File: src/rtl/clock_divider_pkg.sv
// Shared types and helpers for the multi-channel clock divider.
package clock_divider_pkg;

    typedef enum logic [1:0] {
        IDLE,
        RUN,
        STOPPING
    } ch_state_t;

    localparam int unsigned MIN_PERIOD = 2;

    // Wide enough for any DIV_WIDTH up to 32; callers cast down to their width.
    typedef logic [31:0] div_word_t;

    typedef struct packed {
        div_word_t period;
        div_word_t high;
    } cfg_word_t;

    // Clamp a requested (period, high) pair into a legal waveform.
    function automatic cfg_word_t sanitise_cfg(input div_word_t p, input div_word_t h);
        cfg_word_t cfg;
        cfg.period = (p < div_word_t'(MIN_PERIOD)) ? div_word_t'(MIN_PERIOD) : p;
        cfg.high   = (h == '0) ? div_word_t'(1) : h;
        if (cfg.high >= cfg.period) begin
            cfg.high = cfg.period - div_word_t'(1);
        end
        return cfg;
    endfunction

endpackage

File: src/rtl/clock_divider_channel.sv
// One divider channel: run/stop FSM, period counter, active/shadow config, edge ticks.
module clock_divider_channel
    import clock_divider_pkg::*;
#(
    parameter int DIV_WIDTH   = 16,
    parameter int DEFAULT_DIV = 10
) (
    input  logic                 clk,
    input  logic                 rst,
    input  logic                 enable,
    input  logic                 load,
    input  logic                 sync,
    input  logic [DIV_WIDTH-1:0] div_in,
    input  logic [DIV_WIDTH-1:0] high_in,
    output logic                 clk_out,
    output logic                 rise_tick,
    output logic                 fall_tick,
    output logic                 busy,
    output logic                 cfg_pending
);

    localparam int unsigned          DEF_H_INT = (DEFAULT_DIV / 2 < 1) ? 1 : DEFAULT_DIV / 2;
    localparam logic [DIV_WIDTH-1:0] DEF_P     = DIV_WIDTH'(DEFAULT_DIV);
    localparam logic [DIV_WIDTH-1:0] DEF_H     = DIV_WIDTH'(DEF_H_INT);
    localparam logic [DIV_WIDTH-1:0] ONE       = DIV_WIDTH'(1);

    ch_state_t            state;
    logic [DIV_WIDTH-1:0] cnt;
    logic [DIV_WIDTH-1:0] act_p, act_h, sh_p, sh_h;

    cfg_word_t            san;
    logic [DIV_WIDTH-1:0] san_p, san_h;
    logic [DIV_WIDTH-1:0] eff_p, eff_h, high_next, cnt_next;
    logic                 wrap, clk_next;

    // Sanitise the incoming configuration words.
    always_comb begin
        san   = sanitise_cfg(div_word_t'(div_in), div_word_t'(high_in));
        san_p = DIV_WIDTH'(san.period);
        san_h = DIV_WIDTH'(san.high);
    end

    // Next count and output level; a wrap switches to the shadow config so the new
    // period's first high phase is already judged against the new high time.
    always_comb begin
        wrap      = sync || (cnt == act_p - ONE);
        eff_p     = cfg_pending ? sh_p : act_p;
        eff_h     = cfg_pending ? sh_h : act_h;
        cnt_next  = wrap ? '0 : cnt + ONE;
        high_next = wrap ? eff_h : act_h;
        clk_next  = (cnt_next < high_next);
    end

    assign busy = (state != IDLE);

    // Channel FSM with counter, config registers and registered strobes.
    always_ff @(posedge clk or posedge rst) begin
        if (rst) begin
            state       <= IDLE;
            cnt         <= '0;
            act_p       <= DEF_P;
            act_h       <= DEF_H;
            sh_p        <= DEF_P;
            sh_h        <= DEF_H;
            cfg_pending <= 1'b0;
            clk_out     <= 1'b0;
            rise_tick   <= 1'b0;
            fall_tick   <= 1'b0;
        end else begin
            rise_tick <= 1'b0;
            fall_tick <= 1'b0;
            case (state)
                IDLE: begin
                    if (load) begin
                        act_p <= san_p;
                        act_h <= san_h;
                        sh_p  <= san_p;
                        sh_h  <= san_h;
                    end
                    if (enable) begin
                        state     <= RUN;
                        cnt       <= '0;
                        clk_out   <= 1'b1;
                        rise_tick <= 1'b1;
                    end
                end
                default: begin
                    if (wrap) begin
                        act_p       <= eff_p;
                        act_h       <= eff_h;
                        cfg_pending <= 1'b0;
                    end
                    if (state == STOPPING && !enable && wrap) begin
                        state     <= IDLE;
                        cnt       <= '0;
                        clk_out   <= 1'b0;
                        fall_tick <= clk_out;
                    end else begin
                        state     <= enable ? RUN : STOPPING;
                        cnt       <= cnt_next;
                        clk_out   <= clk_next;
                        rise_tick <= clk_next & ~clk_out;
                        fall_tick <= ~clk_next & clk_out;
                    end
                    // A load landing on a wrap edge goes to the shadow after the swap.
                    if (load) begin
                        sh_p        <= san_p;
                        sh_h        <= san_h;
                        cfg_pending <= 1'b1;
                    end
                end
            endcase
        end
    end

endmodule

File: src/rtl/clock_divider_multi.sv
// Multi-channel programmable clock divider: slices the buses and fans out sync.
module clock_divider_multi
    import clock_divider_pkg::*;
#(
    parameter int NUM_CH      = 2,
    parameter int DIV_WIDTH   = 16,
    parameter int DEFAULT_DIV = 10
) (
    input  logic                        clk,
    input  logic                        rst,
    input  logic [NUM_CH-1:0]           enable,
    input  logic [NUM_CH-1:0]           load,
    input  logic [NUM_CH*DIV_WIDTH-1:0] div_in,
    input  logic [NUM_CH*DIV_WIDTH-1:0] high_in,
    input  logic                        sync,
    output logic [NUM_CH-1:0]           clk_out,
    output logic [NUM_CH-1:0]           rise_tick,
    output logic [NUM_CH-1:0]           fall_tick,
    output logic [NUM_CH-1:0]           busy,
    output logic [NUM_CH-1:0]           cfg_pending
);

    for (genvar i = 0; i < NUM_CH; i++) begin : g_ch
        clock_divider_channel #(
            .DIV_WIDTH   (DIV_WIDTH),
            .DEFAULT_DIV (DEFAULT_DIV)
        ) u_ch (
            .clk         (clk),
            .rst         (rst),
            .enable      (enable[i]),
            .load        (load[i]),
            .sync        (sync),
            .div_in      (div_in[i*DIV_WIDTH +: DIV_WIDTH]),
            .high_in     (high_in[i*DIV_WIDTH +: DIV_WIDTH]),
            .clk_out     (clk_out[i]),
            .rise_tick   (rise_tick[i]),
            .fall_tick   (fall_tick[i]),
            .busy        (busy[i]),
            .cfg_pending (cfg_pending[i])
        );
    end

endmodule

File: config.mk
export PLATFORM = sky130hd
export DESIGN_NAME = clock_divider_multi
export DESIGN_NICKNAME = d
export VERILOG_FILES = /design/src/rtl/clock_divider_pkg.sv /design/src/rtl/clock_divider_channel.sv /design/src/rtl/clock_divider_multi.sv
export SDC_FILE = /design/constraint.sdc
export NUM_CORES = 1
export LEC_CHECK = 0
export CELL_PAD_IN_SITES_DETAIL_PLACEMENT = 1
export CELL_PAD_IN_SITES_GLOBAL_PLACEMENT = 1
export CORE_MARGIN = 8
export CORE_UTILIZATION = 40
export DETAILED_ROUTE_END_ITERATION = 8
export HOLD_SLACK_MARGIN = 0.08
export PLACE_DENSITY_LB_ADDON = 0.05
export SETUP_SLACK_MARGIN = 0.3
export SYNTH_ARGS = -nofsm -noshare
export SYNTH_HDL_FRONTEND = slang
export SYNTH_SLANG_ARGS = --single-unit
File: constraint.sdc
create_clock -name clk -period 18.9 [get_ports clk]
set_clock_uncertainty 0.1 [all_clocks]
set_input_delay 5.67 -clock clk [delete_from_list [all_inputs] [get_ports clk]]
set_output_delay 5.67 -clock clk [all_outputs]
set_load 0.01 [all_outputs]
==> results.yml, run 1 <==
status:
  status: "finished, final reports clean"
logic_synthesis:
  netlist_area_um2: 11600
  ys_top_cells_by_area: "dfrtp_1 34%, ha_1 7.3%, xnor2_1 5.0%"
  async_flop_share_pct: 100
  synth_warnings: 0
  synth_top_area_cell: "dfrtp_1"
  avgSynthCellArea_um2: 9.05
  yosysMostFrequentCell: "dfrtp_1"
  ys_ff_latch: 172
  synth_cell_types: 68
  synth_edf_count: 0
  syn_nets: 1418
  synth_cells: 1279
  yosysSeqAreaShare_pct: 37.4
  synth_top_area_share_pct: 33.7
  ys_top_cells_by_count: "156 x dfrtp_1, 130 x nor2_1, 79 x clkbuf_1"
  synthFlopType: "dfrtp_1"
timing:
  slew_viol_final: 0
  final-hold-violation-count: 0
  clock.fmax_ghz: 0.0978
  period_share_pct: 54.1
  worstMarginPinSlew_ns: 1.11
  setup_viol: 0
  maxSlewHeadroom_pct: 26.3
  setup_tns_ns: 0
  min_period_ns: 10.23
  rsz0062_at_grt: "no"
grt:
  grt_max_degree: 72
  gr-total-overflow: 0
  grt_pass1_vias: 10100
  grt_pass1_wl_um: 56400
  grt_util_all_layers_pct: 20.8
  antenna_found_initial: 0
die:
  die_area_um2: 34600
  io_pins: 81
  core_um2: 28600
  die_h_um: 186
  rows: 62
  start_util_pct: 40.4
  die_w_um: 186
routing:
  wirelength_um: 34700
  vias: 9385
  wl_per_cell_um: 20.7
  via_per_inst: 5.59
  drcViolationCount: 0
  drt-pass1-iter-count: 4
  drtIter0Drc: 400
  ant_nets: 0
setup_path:
  crit_type: "in2reg"
  rr_endpoint: "g_ch[0].u_ch.fall_tick"
  worst_r2r_path_depth: 20
  worstSetupStartpointType: "input port"
  critPathCaptureType: "flip-flop"
  crit_required_ns: 19.12
  arrival_ns: 10.45
  critPathMaxFanout: 23
  reg2reg_slack_ns: 12.81
  worstReg2RegStart: "g_ch[0].u_ch.act_p[1]"
cells_and_area:
  nets: 1422
  drive_gt1_share_pct: 11.0
  nFillCells: 3255
  diodes: 0
  area_delta_synth_final_pct: 12.9
  instances_no_fill: 1680
power:
  switching_share_pct: 33.4
  p_sw_mw: 0.370
  pwr-share-seq_pct: 42.6
  p_leak_nw: 5.69
  clock_power_share_pct: 33.4
  ir_drop_uv: 63.7
  pwr-share-comb_pct: 24.0
  internal_power_mw: 0.739
  power_density_nw_per_um2: 84.8
placed_design:
  hpwlAfterDp_um: 26000
  finalWeightedCongestion: 0.857
  place_inst: 1648
  portBuffers: 80
cts:
  ctsRootBufferMaster: "clkbuf_16"
  insertion_delay_ns: 0.44
  cts_buffers: 17
  clk_pin_slew_ns: 0.07
  cts_tree: "built"
  clock_sinks: 172
  clock_path_buffers: 2
  ctsHoldBuffers: 0
  cts-htree-levels: 4
  cts_resized: 0
  postCtsSetupRepairBufs: 0
min_path:
  holdPathStages: 2
  holdPathEnd: "g_ch[0].u_ch.sh_p[1]"
  worst_hold_path_type: "reg2reg"
  min_from: "g_ch[0].u_ch.sh_p[1]"
job:
  maxCapViolations: 0
through the flow:
stage | setup WS (ns) | utilization [%] | power (mW) | area, um^2 | hold WS, ns
finish | 8.67 | 45.7 | 1.11 | 13100 | 0.395
global route | 8.36 | 45.7 | 1.17 | 13100 | 0.421
CTS | 8.71 | 45.7 | 1.12 | 13100 | 0.398
detailed placement | 8.25 | 43.6 | 0.749 | 12500 | 0.383
global placement | 8.40 | 43.6 | 0.741 | 12500 | 0.379
floorplan | 8.50 | - | 0.657 | 11600 | 0.364
how the worst max path moves through the flow:
stage | end | from | cells past startpoint
after detailed placement | g_ch[0].u_ch.act_h[15] | div_in[2] | 16
after global routing | g_ch[0].u_ch.act_h[15] | div_in[2] | 16
after CTS | g_ch[0].u_ch.act_h[15] | div_in[2] | 16
after floorplan | g_ch[0].u_ch.act_h[10] | rst | 1
final | g_ch[0].u_ch.act_h[15] | div_in[2] | 16
after global placement | g_ch[0].u_ch.act_h[12] | div_in[2] | 16
per-layer routing:
metal,share of wire [%],wire (um),global-route usage (%)
met1,43,14900,24.9
met3,1.7,598,2.58
met5,0,0,0
met4,1.8,627,5.43
met2,54,18600,38.9
power groups by stage:
stage               registers, mW  clock network, mW  logic, mW
global route                0.480              0.393      0.299
global placement            0.477                  0      0.264
detailed placement          0.479                  0      0.270
finish                      0.472              0.371      0.266
floorplan                   0.462                  0      0.195
CTS                         0.472              0.381      0.271
flip-flops by register name, indices dropped and copies added, names as in the netlist:
register / flops
g_ch.u_ch.sh_h: 32
g_ch.u_ch.act_h: 32
g_ch.u_ch.clk_out: 2
g_ch.u_ch.fall_tick: 2
g_ch.u_ch.act_p: 32
g_ch.u_ch.cnt: 32
g_ch.u_ch.sh_p: 32
g_ch.u_ch.rise_tick: 2
g_ch.u_ch.cfg_pending: 2
g_ch.u_ch.state: 4
worst max-delay path, stage by stage:
cell and delay (ns):
clkdlybuf4s50_1 0.56, or4_1 0.57, or4_1 0.49, nor3_1 0.41, nand3_1 0.13, o21ai_0 0.27, inv_1 0.13, ha_1 0.29
nand2b_1 0.09, a21o_1 0.11, a21o_1 0.11, a211oi_1 0.10, o31ai_4 0.93, mux2i_1 0.36, nand2_1 0.08, o221a_2 0.13
cell families after synthesis:
| logic type | after synthesis | synth area share (%) |
|---|---|---|
| and+or+nand+nor | 400 | 17.3 |
| buffers and inverters | 177 | 6.41 |
| AOI/OAI and AO/OA | 263 | 14.9 |
| muxes | 98 | 8.96 |
| DFF | 172 | 37.4 |
| adders and majority gates | 68 | 7.35 |
| xor gates and xnor gates | 101 | 7.64 |
placed cells by master (no fill, tap or decap), drive strengths merged, types with 53 or more instances in the layout:
cell             n
nor2           130
clkdlybuf4s50   78
inv             79
nor3            54
ha              68
nand2           58
mux2i           53
xnor2           66
dfrtp          156
a21oi           72
layout make-up:
type	count	area, um^2	share of cell area (%)
clock inverter	13	144	1.10
clock buffer	19	453	3.46
multi-input combinational	930	6520	49.9
timing repair buffer	92	881	6.74
tap	384	480	3.67
inverter	70	268	2.05
sequential	172	4320	33.1
Note: power is estimated with default switching activity, not from simulation.
==> run 2: changes to the inputs <==
clock period = 9.16 ns   (was 18.9 ns; I/O delays follow)
==> run 2 against run 1 <==
Against the previous run: combinational power rose by 110%; global-route usage rose by 0.11 points; register-to-register slack got worse by 9.7 ns; clock power rose by 120%; worst hold slack improved by 0.0059 ns; die area did not move; sequential share of layout area fell by 0.14 points; non-clock buffer count rose by 1; worst setup slack got worse by 6.7 ns; cell area rose by 0.41%; cell count barely moved; critical path type unchanged; critical endpoint is now g_ch[0].u_ch.act_h[10]; largest cell class unchanged; highest routed layer unchanged.
==> results.yml, run 2 (synthesis gave the netlist of run 1 again) <==
status:
  status: "finished, final reports clean"
setup_path:
  worst_r2r_path_depth: 17
  crit_path_max_incr_delay_ns: 0.96
  crit_type: "in2reg"
  cp.buffers_inverters: 2
  cpLargestDelayFamily: "simple AND/OR/NAND/NOR gates"
  critPathMaxFanout: 23
  arrival_ns: 7.46
  cp.depth: 16
  path_cells: "clkdlybuf4s50_1 -> or4_1 -> or4_1 -> nor3_1 -> nand3_1 -> o21ai_0 -> inv_1 -> ha_1 -> nand2b_1 -> a21o_1 -> a21o_1 -> a211oi_1 -> o31ai_4 -> mux2i_1 -> nand2_1 -> o221a_2"
  crit_required_ns: 9.39
  worstSetupStartpointType: "input port"
  critPathCaptureType: "flip-flop"
  critPathSlowestCell: "o31ai_4"
cts:
  ctsHoldBuffers: 0
  insertion_delay_ns: 0.45
  postCtsSetupRepairBufs: 0
  ctsRootBufferMaster: "clkbuf_16"
  clk_pin_slew_ns: 0.07
  clock_sinks: 172
  cts_resized: 0
  cts-htree-levels: 4
  clock_path_buffers: 2
  cts_tree: "built"
  cts_buffers: 17
die:
  core_um2: 28600
  io_pins: 81
  die_h_um: 186
  rows: 62
  die_area_um2: 34600
  start_util_pct: 40.4
  die_w_um: 186
timing:
  period_share_pct: 78.8
  clock.fmax_ghz: 0.138
  min_period_ns: 7.22
  slew_viol_final: 0
  final-hold-violation-count: 0
  setup_tns_ns: 0
  rsz0062_at_grt: "no"
  maxSlewHeadroom_pct: 23.5
  worstMarginPinSlew_ns: 1.15
  setup_viol: 0
cells_and_area:
  layout_commonest_cell: "dfrtp_1"
  area_delta_synth_final_pct: 13.4
  layout_common_cells: "156 x dfrtp_1, 130 x nor2_1, 78 x clkdlybuf4s50_1, 72 x a21oi_1, 68 x ha_1"
  nets: 1423
  diodes: 0
  fin_util_pct: 45.9
  drive_gt1_share_pct: 11.0
  design_area_um2: 13100
routing:
  drt-pass1-iter-count: 4
  vias: 9421
  drcViolationCount: 0
  wl_per_cell_um: 20.6
  ant_nets: 0
  wirelength_um: 34700
  drtIter0Drc: 402
  via_per_inst: 5.60
placed_design:
  placed_cell_area_um2: 12500
  hpwlAfterDp_um: 26000
  portBuffers: 80
  finalWeightedCongestion: 0.862
grt:
  grt_pass1_wl_um: 56600
  grt_pass1_vias: 10100
  gr-total-overflow: 0
  grt_util_all_layers_pct: 20.9
  antenna_found_initial: 0
  grt_max_degree: 84
power:
  p_leak_nw: 5.72
  ir_drop_uv: 127
  power_density_nw_per_um2: 178
  power.total_mw: 2.34
min_path:
  holdPathStages: 2
  worst_hold_path_type: "reg2reg"
job:
  maxCapViolations: 0
-- run 2: cell types whose count changed in the layout (fill, tap and decap cells not counted), sizes merged --
cell / previous run / this run
clkinvlp: 1 / 0
bufinv: 1 / 4
inv: 79 / 76
buf: 14 / 15
clkinv: 2 / 3
-- run 2: area by class of cell --
| cell class | instances | area, um^2 |
|---|---|---|
| clock buffers | 19 | 443 |
| clock inverters | 13 | 200 |
| fillers | 3270 | 15500 |
| inverters | 70 | 268 |
| multi-input cells | 930 | 6520 |
| flip-flops and latches | 172 | 4320 |
| well taps | 384 | 480 |
| repair buffers | 93 | 888 |
-- run 2: per-layer routing --
metal	vias up	track usage (%)	wire, um
li1	4559	-	-
met1	4703	24.1	14400
met2	125	39.1	18600
met3	34	3.26	869
met4	0	6.64	794
met5	-	0	0
-- run 2: metrics by stage --
step                setup WS, ns  cells  hold slack, ns
floorplan                   1.68   1279           0.364
global placement            1.62   1649           0.378
detailed placement          1.47   1649           0.386
CTS                         1.95   1681           0.401
global route                1.60   1681           0.417
finish                      1.94   1681           0.401
-- run 2: worst paths after layout --
kind,from,to,slack (ns)
max,div_in[2],g_ch[0].u_ch.act_h[10],1.94
min reg2reg,g_ch[1].u_ch.sh_p[1],g_ch[1].u_ch.sh_p[1],0.40
min in group asynchronous,rst,g_ch[1].u_ch.sh_p[11],2.73
max in group asynchronous,rst,g_ch[0].u_ch.cnt[5],5.05
min,g_ch[1].u_ch.sh_p[1],g_ch[1].u_ch.sh_p[1],0.40
max reg2reg,g_ch[1].u_ch.act_p[4],g_ch[1].u_ch.fall_tick,3.11
-- run 2: worst register-to-register path: stages (launching register included) --
cell and delay, ns:
dfrtp_1 0.51, nor4_2 0.70, nand4bb_1 0.25, or4b_1 0.57, xnor2_1 0.15, nand4_1 0.19, o31ai_2 0.21, buf_4 0.28
nand2_2 0.39, a21oi_1 0.50, ha_1 0.24, nand3_1 0.07, or3_1 0.34, a211oi_1 0.40, nor4b_1 0.36, a211oi_2 0.08
o31ai_2 0.45, and3_1 0.21
-- run 2: report_power, final --
group / total, mW / switching (mW) / internal (mW)
logic: 0.550 / 0.306 / 0.244
clock network: 0.813 / 0.340 / 0.473
registers: 0.974 / 0.0959 / 0.878
